File: src/rtl/boot_loader.sv
// Boot loader: receives a length-prefixed big-endian byte image, writes it into
// main memory word by word with the CPU held in reset, then hands memory to the CPU.
module boot_loader #(
  parameter int                ADDR_W    = 16,
  parameter int                DATA_W    = 16,
  parameter logic [ADDR_W-1:0] LOAD_BASE = '0,
  parameter int                MAX_WORDS = 8192
) (
  input  logic              clk,
  input  logic              rst,
  input  logic              start,
  input  logic [7:0]        byte_in,
  input  logic              byte_valid,
  output logic              byte_ready,
  input  logic              cpu_mem_en,
  input  logic              cpu_mem_rw,
  input  logic [ADDR_W-1:0] cpu_mem_addr,
  input  logic [DATA_W-1:0] cpu_mem_din,
  output logic              mem_en,
  output logic              mem_rw,
  output logic [ADDR_W-1:0] mem_addr,
  output logic [DATA_W-1:0] mem_din,
  output logic              cpu_hold,
  output logic              busy,
  output logic              done,
  output logic              error,
  output logic [15:0]       word_count
);

  typedef enum logic [2:0] {
    S_IDLE,
    S_LEN_HI,
    S_LEN_LO,
    S_DATA_HI,
    S_DATA_LO,
    S_WRITE,
    S_DONE,
    S_ERR
  } state_t;

  localparam logic [16:0] MAX_LEN = 17'(MAX_WORDS);

  state_t      state, state_d;
  logic [15:0] len_q, len_d;
  logic [15:0] word_q, word_d;
  logic [15:0] count_d;
  logic [15:0] len_full;
  logic [15:0] count_inc;

  // Full length as it will be once the low byte currently on the link is latched.
  assign len_full  = {len_q[15:8], byte_in};
  assign count_inc = word_count + 16'd1;

  // NOTE: sequential state uses non-blocking assignments so every register
  // samples the pre-edge values; blocking here would create order-dependent races.
  always_ff @(posedge clk) begin
    if (rst) begin
      state      <= S_IDLE;
      len_q      <= '0;
      word_q     <= '0;
      word_count <= '0;
    end else begin
      state      <= state_d;
      len_q      <= len_d;
      word_q     <= word_d;
      word_count <= count_d;
    end
  end

  // NOTE: every output and next-state variable gets a default before the case,
  // otherwise a path that skips an assignment would infer a latch.
  always_comb begin
    state_d    = state;
    len_d      = len_q;
    word_d     = word_q;
    count_d    = word_count;
    byte_ready = 1'b0;
    cpu_hold   = 1'b1;
    busy       = 1'b0;
    done       = 1'b0;
    error      = 1'b0;
    mem_en     = 1'b0;
    mem_rw     = 1'b0;
    mem_addr   = '0;
    mem_din    = '0;

    case (state)
      S_IDLE: begin
        if (start) begin
          count_d = '0;
          state_d = S_LEN_HI;
        end
      end

      S_LEN_HI: begin
        busy       = 1'b1;
        byte_ready = 1'b1;
        if (byte_valid) begin
          len_d   = {byte_in, len_q[7:0]};
          state_d = S_LEN_LO;
        end
      end

      S_LEN_LO: begin
        busy       = 1'b1;
        byte_ready = 1'b1;
        if (byte_valid) begin
          len_d = len_full;
          if (len_full == 16'd0)
            state_d = S_DONE;
          else if ({1'b0, len_full} > MAX_LEN)
            state_d = S_ERR;
          else
            state_d = S_DATA_HI;
        end
      end

      S_DATA_HI: begin
        busy       = 1'b1;
        byte_ready = 1'b1;
        if (byte_valid) begin
          word_d  = {byte_in, word_q[7:0]};
          state_d = S_DATA_LO;
        end
      end

      S_DATA_LO: begin
        busy       = 1'b1;
        byte_ready = 1'b1;
        if (byte_valid) begin
          word_d  = {word_q[15:8], byte_in};
          state_d = S_WRITE;
        end
      end

      S_WRITE: begin
        busy     = 1'b1;
        mem_en   = 1'b1;
        mem_rw   = 1'b1;
        // Address wraps naturally at the top of the ADDR_W space.
        mem_addr = LOAD_BASE + ADDR_W'(word_count);
        mem_din  = DATA_W'(word_q);
        count_d  = count_inc;
        state_d  = (count_inc == len_q) ? S_DONE : S_DATA_HI;
      end

      S_DONE: begin
        done     = 1'b1;
        cpu_hold = 1'b0;
        mem_en   = cpu_mem_en;
        mem_rw   = cpu_mem_rw;
        mem_addr = cpu_mem_addr;
        mem_din  = cpu_mem_din;
        if (start) begin
          count_d = '0;
          state_d = S_LEN_HI;
        end
      end

      S_ERR: begin
        error = 1'b1;
        if (start) begin
          count_d = '0;
          state_d = S_LEN_HI;
        end
      end

      default: state_d = S_IDLE;
    endcase
  end

endmodule

File: config.mk
export PLATFORM = sky130hd
export DESIGN_NAME = boot_loader
export DESIGN_NICKNAME = d
export VERILOG_FILES = /design/src/rtl/boot_loader.sv
export SDC_FILE = /design/constraint.sdc
export NUM_CORES = 1
export LEC_CHECK = 0
export CAP_MARGIN = 20
export CORE_ASPECT_RATIO = 1.5
export CORE_MARGIN = 3
export CORE_UTILIZATION = 41
export DETAILED_ROUTE_END_ITERATION = 10
export PLACE_DENSITY = 0.76
export SLEW_MARGIN = 10
export SYNTH_ARGS = -nofsm -noshare
export SYNTH_HDL_FRONTEND = slang
export SYNTH_SLANG_ARGS = --single-unit
export TNS_END_PERCENT = 50
File: constraint.sdc
create_clock -name clk -period 4.14 [get_ports clk]
set_input_delay 0.828 -clock clk [delete_from_list [all_inputs] [get_ports clk]]
set_output_delay 0.828 -clock clk [all_outputs]
set_load 0.005 [all_outputs]
Yosys cells after proc, flatten, opt, wreduce, memory -nomap -nowiden. Index checks and enable logic that the tools add are counted.

Flip-flop bits (word level): 51. Output and inout port bits: 55. Input bits: 46.

$lt $le $gt $ge: 1. Equal/unequal tests: 13. Reduce and logical (&&, ||, !) cells: 12. Bitwise operators: 4. Multiplexer cells: 24. Add/sub/neg operators: 1.

Operator list (count): one-hot mux 16 bit (2 select lines) (5); 2-to-1 mux 16 bit (2); 2-to-1 mux 3 bit (8); one-hot mux 3 bit (6 select lines) (1); adder 16 x 1 -> 16 bit (second input constant) (1); == test 16 bit (1); greater-than comparator 16 x 14 -> 1 bit (second input constant) (1); logical NOT 16 bit (1); == test 3 bit (second input constant) (4); AND reduction 3 bit (4); 2-to-1 mux 8 bit (1); inequality test 2 bit (second input constant) (4); == test 3 x 2 -> 1 bit (second input constant) (2); 2-to-1 mux 1 bit (5); AND reduction 5 bit (1); OR reduction 5 bit (1); NOT 1 bit (4); one-hot mux 1 bit (2 select lines) (2); OR reduction 4 bit (1); == test 3 x 1 -> 1 bit (second input constant) (1); logical NOT 3 bit (1); OR reduction 3 bit (1); inequality test 2 x 1 -> 1 bit (second input constant) (1); AND reduction 2 bit (1); nonzero test 2 bit (1).

Depth between registers and ports, before layout.
Depth after elaboration: 5. Mapped depth: 8. Depth with buffers taken out: 7.

Least setup slack after synthesis. Ideal clock, no wire load.

Path kind: register -> output. From: reg state[1]. To: out mem_addr[0]. Setup slack: 1.695 ns. Path buffers: 3. Data arrival time: 1.617 ns. Stages on the path, launching flop included: 7. Path through: dfxtp_1 > buf_2 > nor2b_1 > and2_1 > clkbuf_1 > clkbuf_1 > a22o_1.

Longest elaborated chain between the ends: 2. Elaborated cells between the ends (all ways): 3. Those cells by class: eq/ne (2); mux (1).

RTL lines: start: declaration (line 43) `state_t state, state_d;`; start signal: assignment (line 63) `state <= state_d;`; == test 3 bit (line 87) `case (state)`; one-hot mux 16 bit (2 select lines) (*) (line 87); end: declaration (line 21) `output logic [ADDR_W-1:0] mem_addr,`.

Mark *: on every way between the ends. The rest lies on a longest branch, timed or not.

Final worst setup path.
From: reg state[0]. To: out mem_addr[3].

The elaborated chain is that of the path after synthesis.

==> run_results.csv <==
group,metric,value,unit
status,outcome,"complete, no violations",
sta,finalHoldViolCount,0,
cells_and_area,syn2layout_area_growth,35.43,%
synthesis,async_reset_ff_share,0,%
clocking,post_cts_resize_count,0,
sta,slew_headroom,37.55,%
power,ir_drop,195.8,uV
power,p_comb_share,28.8,%
clocking,numCtsBuffers,5,
min_path,hold_class,"register to register",
power,power.clock.fraction,25.2,%
cells_and_area,fin_cells,571,
place,dpl.hpwl,6605,microns
clocking,cts.sinks,51,
sta,post-route-period-util,79.89,%
sta,fmax,302.3,MHz
global_route,grt_start_max_net_pins,53,
clocking,postCtsSetupBuffers,0,
sta,tightest_slew,934.9,ps
sta,fin_skew,5.287,ps
synthesis,syn_nets,438,
power,p_seq_share,46.0,%
floorplanning,die_x,77.49,microns
cells_and_area,nFillCells,669,
routing,wl_per_cell,15.96,microns
power,p_per_area,289.6,mW/mm^2
routing,firstDrtPassIters,4,
clocking,ctsHtreeMaxLevel,2,
synthesis,ys_types,51,
critical_path,critical_path.max_fanout,13,
cells_and_area,diodes,0,
routing,drc_errors,0,
power,switching_share,32.04,%
clocking,cts_tree,"built",
cells_and_area,fin_nets,517,
place,place.port_buffers,100,
clocking,clk_latency,310,ps
global_route,grt_use_total,20.89,%
sta,fin_crit,3307,ps
routing,initialDrtViolationCount,266,
cells_and_area,regArea,0.001021,sq mm
synthesis,synth.avg_cell_area,8.038,sq um
routing,drtAntennaViolNets,0,
floorplanning,start_util,42.93,%
cells_and_area,drive_gt1_share,5.520,%
synthesis,synth-edff-count,0,
critical_path,cp.required,3310,ps
cells_and_area,multi_input_area,0.001932,sq mm
synthesis,synth-seq-area-share,32.48,%
floorplanning,die_area,0.008774,sq mm
sta,worst_slack,832.5,ps
synthesis,yosys_warnings,0,
global_route,grt_pass1_vias,3194,
synthesis,syn_area,0.003143,sq mm
power,p_sw,0.3950,mW
place,gp_congestion,0.8812,
power,leakage,1.513,nW
critical_path,worstSetupPathType,"register to primary output",
power,internal_power,0.8378,mW
critical_path,endpoint_kind,"primary output",
synthesis,synthCells,391,
routing,routed_wl,9115,microns
clocking,postCtsHoldBufs,0,
floorplanning,die-height,113.2,microns
sta,tns,0,ps
global_route,grt_pass1_wl,15190,microns
critical_path,arrival,2480,ps
global_route,gr-total-overflow,0,
sta,rsz0062_at_grt,"no",
job,cap_viol_max_count,0,
sta,finalSetupViolCount,0,
sta,slew_viol_final,0,
clocking,cts_buffer_depth,2,
synthesis,synth_flop_cell,"dfxtp_1",
clocking,root_buffer,"clkbuf_8",
place,placed_cells,563,
routing,vias,3221,
floorplanning,coreArea,0.007322,sq mm
routing,via_per_inst,5.641,
clocking,clkSlewWorstSetupHoldPaths,100,ps
place,pre_cts_ws,1175,ps
global_route,antenna_found_initial,0,
floorplanning,rows,38,
critical_path,worstSetupStartpointType,"register",
synthesis,synth-seq-cells,51,
floorplanning,io_pins,101,
[layer usage]
layer / global-route usage [%] / part of all wire (%)
met1: 23.89 / 41
met3: 3.742 / 4.9
met2: 36.76 / 51
met5: 0 / 0
met4: 10.81 / 2.8
[stage by stage]
step | util, % | power, mW | area [sq um] | hold WS (ps)
after global routing | 58.13 | 1.298 | 4257 | 497.0
after CTS | 58.13 | 1.239 | 4257 | 469.6
after global placement | 56.78 | 0.9180 | 4158 | 452.7
after floorplan | - | 0.7901 | 3143 | 436.0
after detailed placement | 56.78 | 0.9278 | 4158 | 457.7
final | 58.13 | 1.233 | 4257 | 465.5
[cell type report]
| cell class | count | area share [%] |
|---|---|---|
| well taps | 100 | 2.939 |
| clock inverters | 2 | 0.3821 |
| flip-flops and latches | 51 | 23.99 |
| multi-input cells | 298 | 45.39 |
| inverters | 7 | 0.6173 |
| repair buffers | 107 | 24.75 |
| clock buffers | 6 | 1.940 |
[synth_stat cells, drive strengths merged, types with 2 or more instances]
cell type  number  share of area (%)
and2            4               0.80
clkbuf         21                2.5
a21oi          31                4.9
dfxtp          51                 32
nand2          37                4.4
and3b           2               0.56
a22oi           2               0.48
mux2i          23                7.3
nor2b           3               0.60
o22ai           3               0.60
or3             2               0.40
inv             7               0.84
nor3b           4               0.96
a31oi           5                1.0
o21ai          14                2.2
a211o           2               0.56
nand3           9                1.4
nand3b          3               0.72
a211oi          4                1.1
nor4            9                3.1
and4            5                1.5
or4             2               0.48
and3            3               0.60
xnor2          13                3.6
a22o           30                8.4
nor3           11                1.9
buf            14                2.8
xor2            6                1.7
a21o            3               0.72
nand4           6                2.1
nor2           51                6.1
[power by group through the flow]
stage / registers (mW) / clock network (mW) / logic [mW]
after floorplan: 0.551 / 0 / 0.239
after global placement: 0.576 / 0 / 0.342
after detailed placement: 0.577 / 0 / 0.351
after CTS: 0.565 / 0.319 / 0.354
after global routing: 0.573 / 0.338 / 0.387
final: 0.567 / 0.311 / 0.355
[registers in the layout (all words and copies together), names as in the netlist]
register / count
len_q: 16
word_q: 16
word_count: 16
state: 3
[cells by family after synthesis]
logic type               after synthesis  share of synthesized area, %
adder cells (fa/ha/maj)                1                        0.3980
AO/OA/AOI/OAI                        102                         22.25
AND/OR/NAND/NOR                      153                         26.11
XOR/XNOR                              19                         5.295
multiplexers                          23                         7.325
buffers and inverters                 42                         6.131
flip-flops                            51                         32.48
[cell usage in the layout, fill, tap and decap left out, types with 3 or more instances in the layout]
| master | n |
|---|---|
| a211oi_1 | 3 |
| a21o_1 | 3 |
| a21oi_1 | 31 |
| a22o_1 | 30 |
| a31oi_1 | 5 |
| and2_1 | 4 |
| and3_1 | 3 |
| and4_1 | 4 |
| buf_4 | 7 |
| clkbuf_8 | 6 |
| clkdlybuf4s50_1 | 100 |
| dfxtp_1 | 51 |
| inv_1 | 7 |
| mux2i_1 | 23 |
| nand2_1 | 37 |
| nand3_1 | 9 |
| nand3b_1 | 3 |
| nand4_1 | 3 |
| nor2_1 | 50 |
| nor2b_1 | 3 |
| nor3_1 | 10 |
| nor3b_1 | 4 |
| nor4_1 | 5 |
| o21ai_0 | 14 |
| o22ai_1 | 3 |
| xnor2_1 | 13 |
| xor2_1 | 6 |
[path summary, 6_finish.rpt]
check / cells after the start / slack, ps / endpoint / startpoint
worst max-delay path: 4 / 830 / mem_addr[3] / state[0]
worst min-delay path: 2 / 470 / word_q[13] / word_q[13]
worst max register to register: 7 / 1490 / state[0] / word_count[0]
worst min register to register: 2 / 470 / word_q[13] / word_q[13]
[worst max-delay path, stage by stage (launching register included)]
cell and delay (ps):
dfxtp_1 550, nor2b_1 440, nand2_1 380, o21ai_0 260
clkdlybuf4s50_1 530
Power figures use the tool's default switching activity.
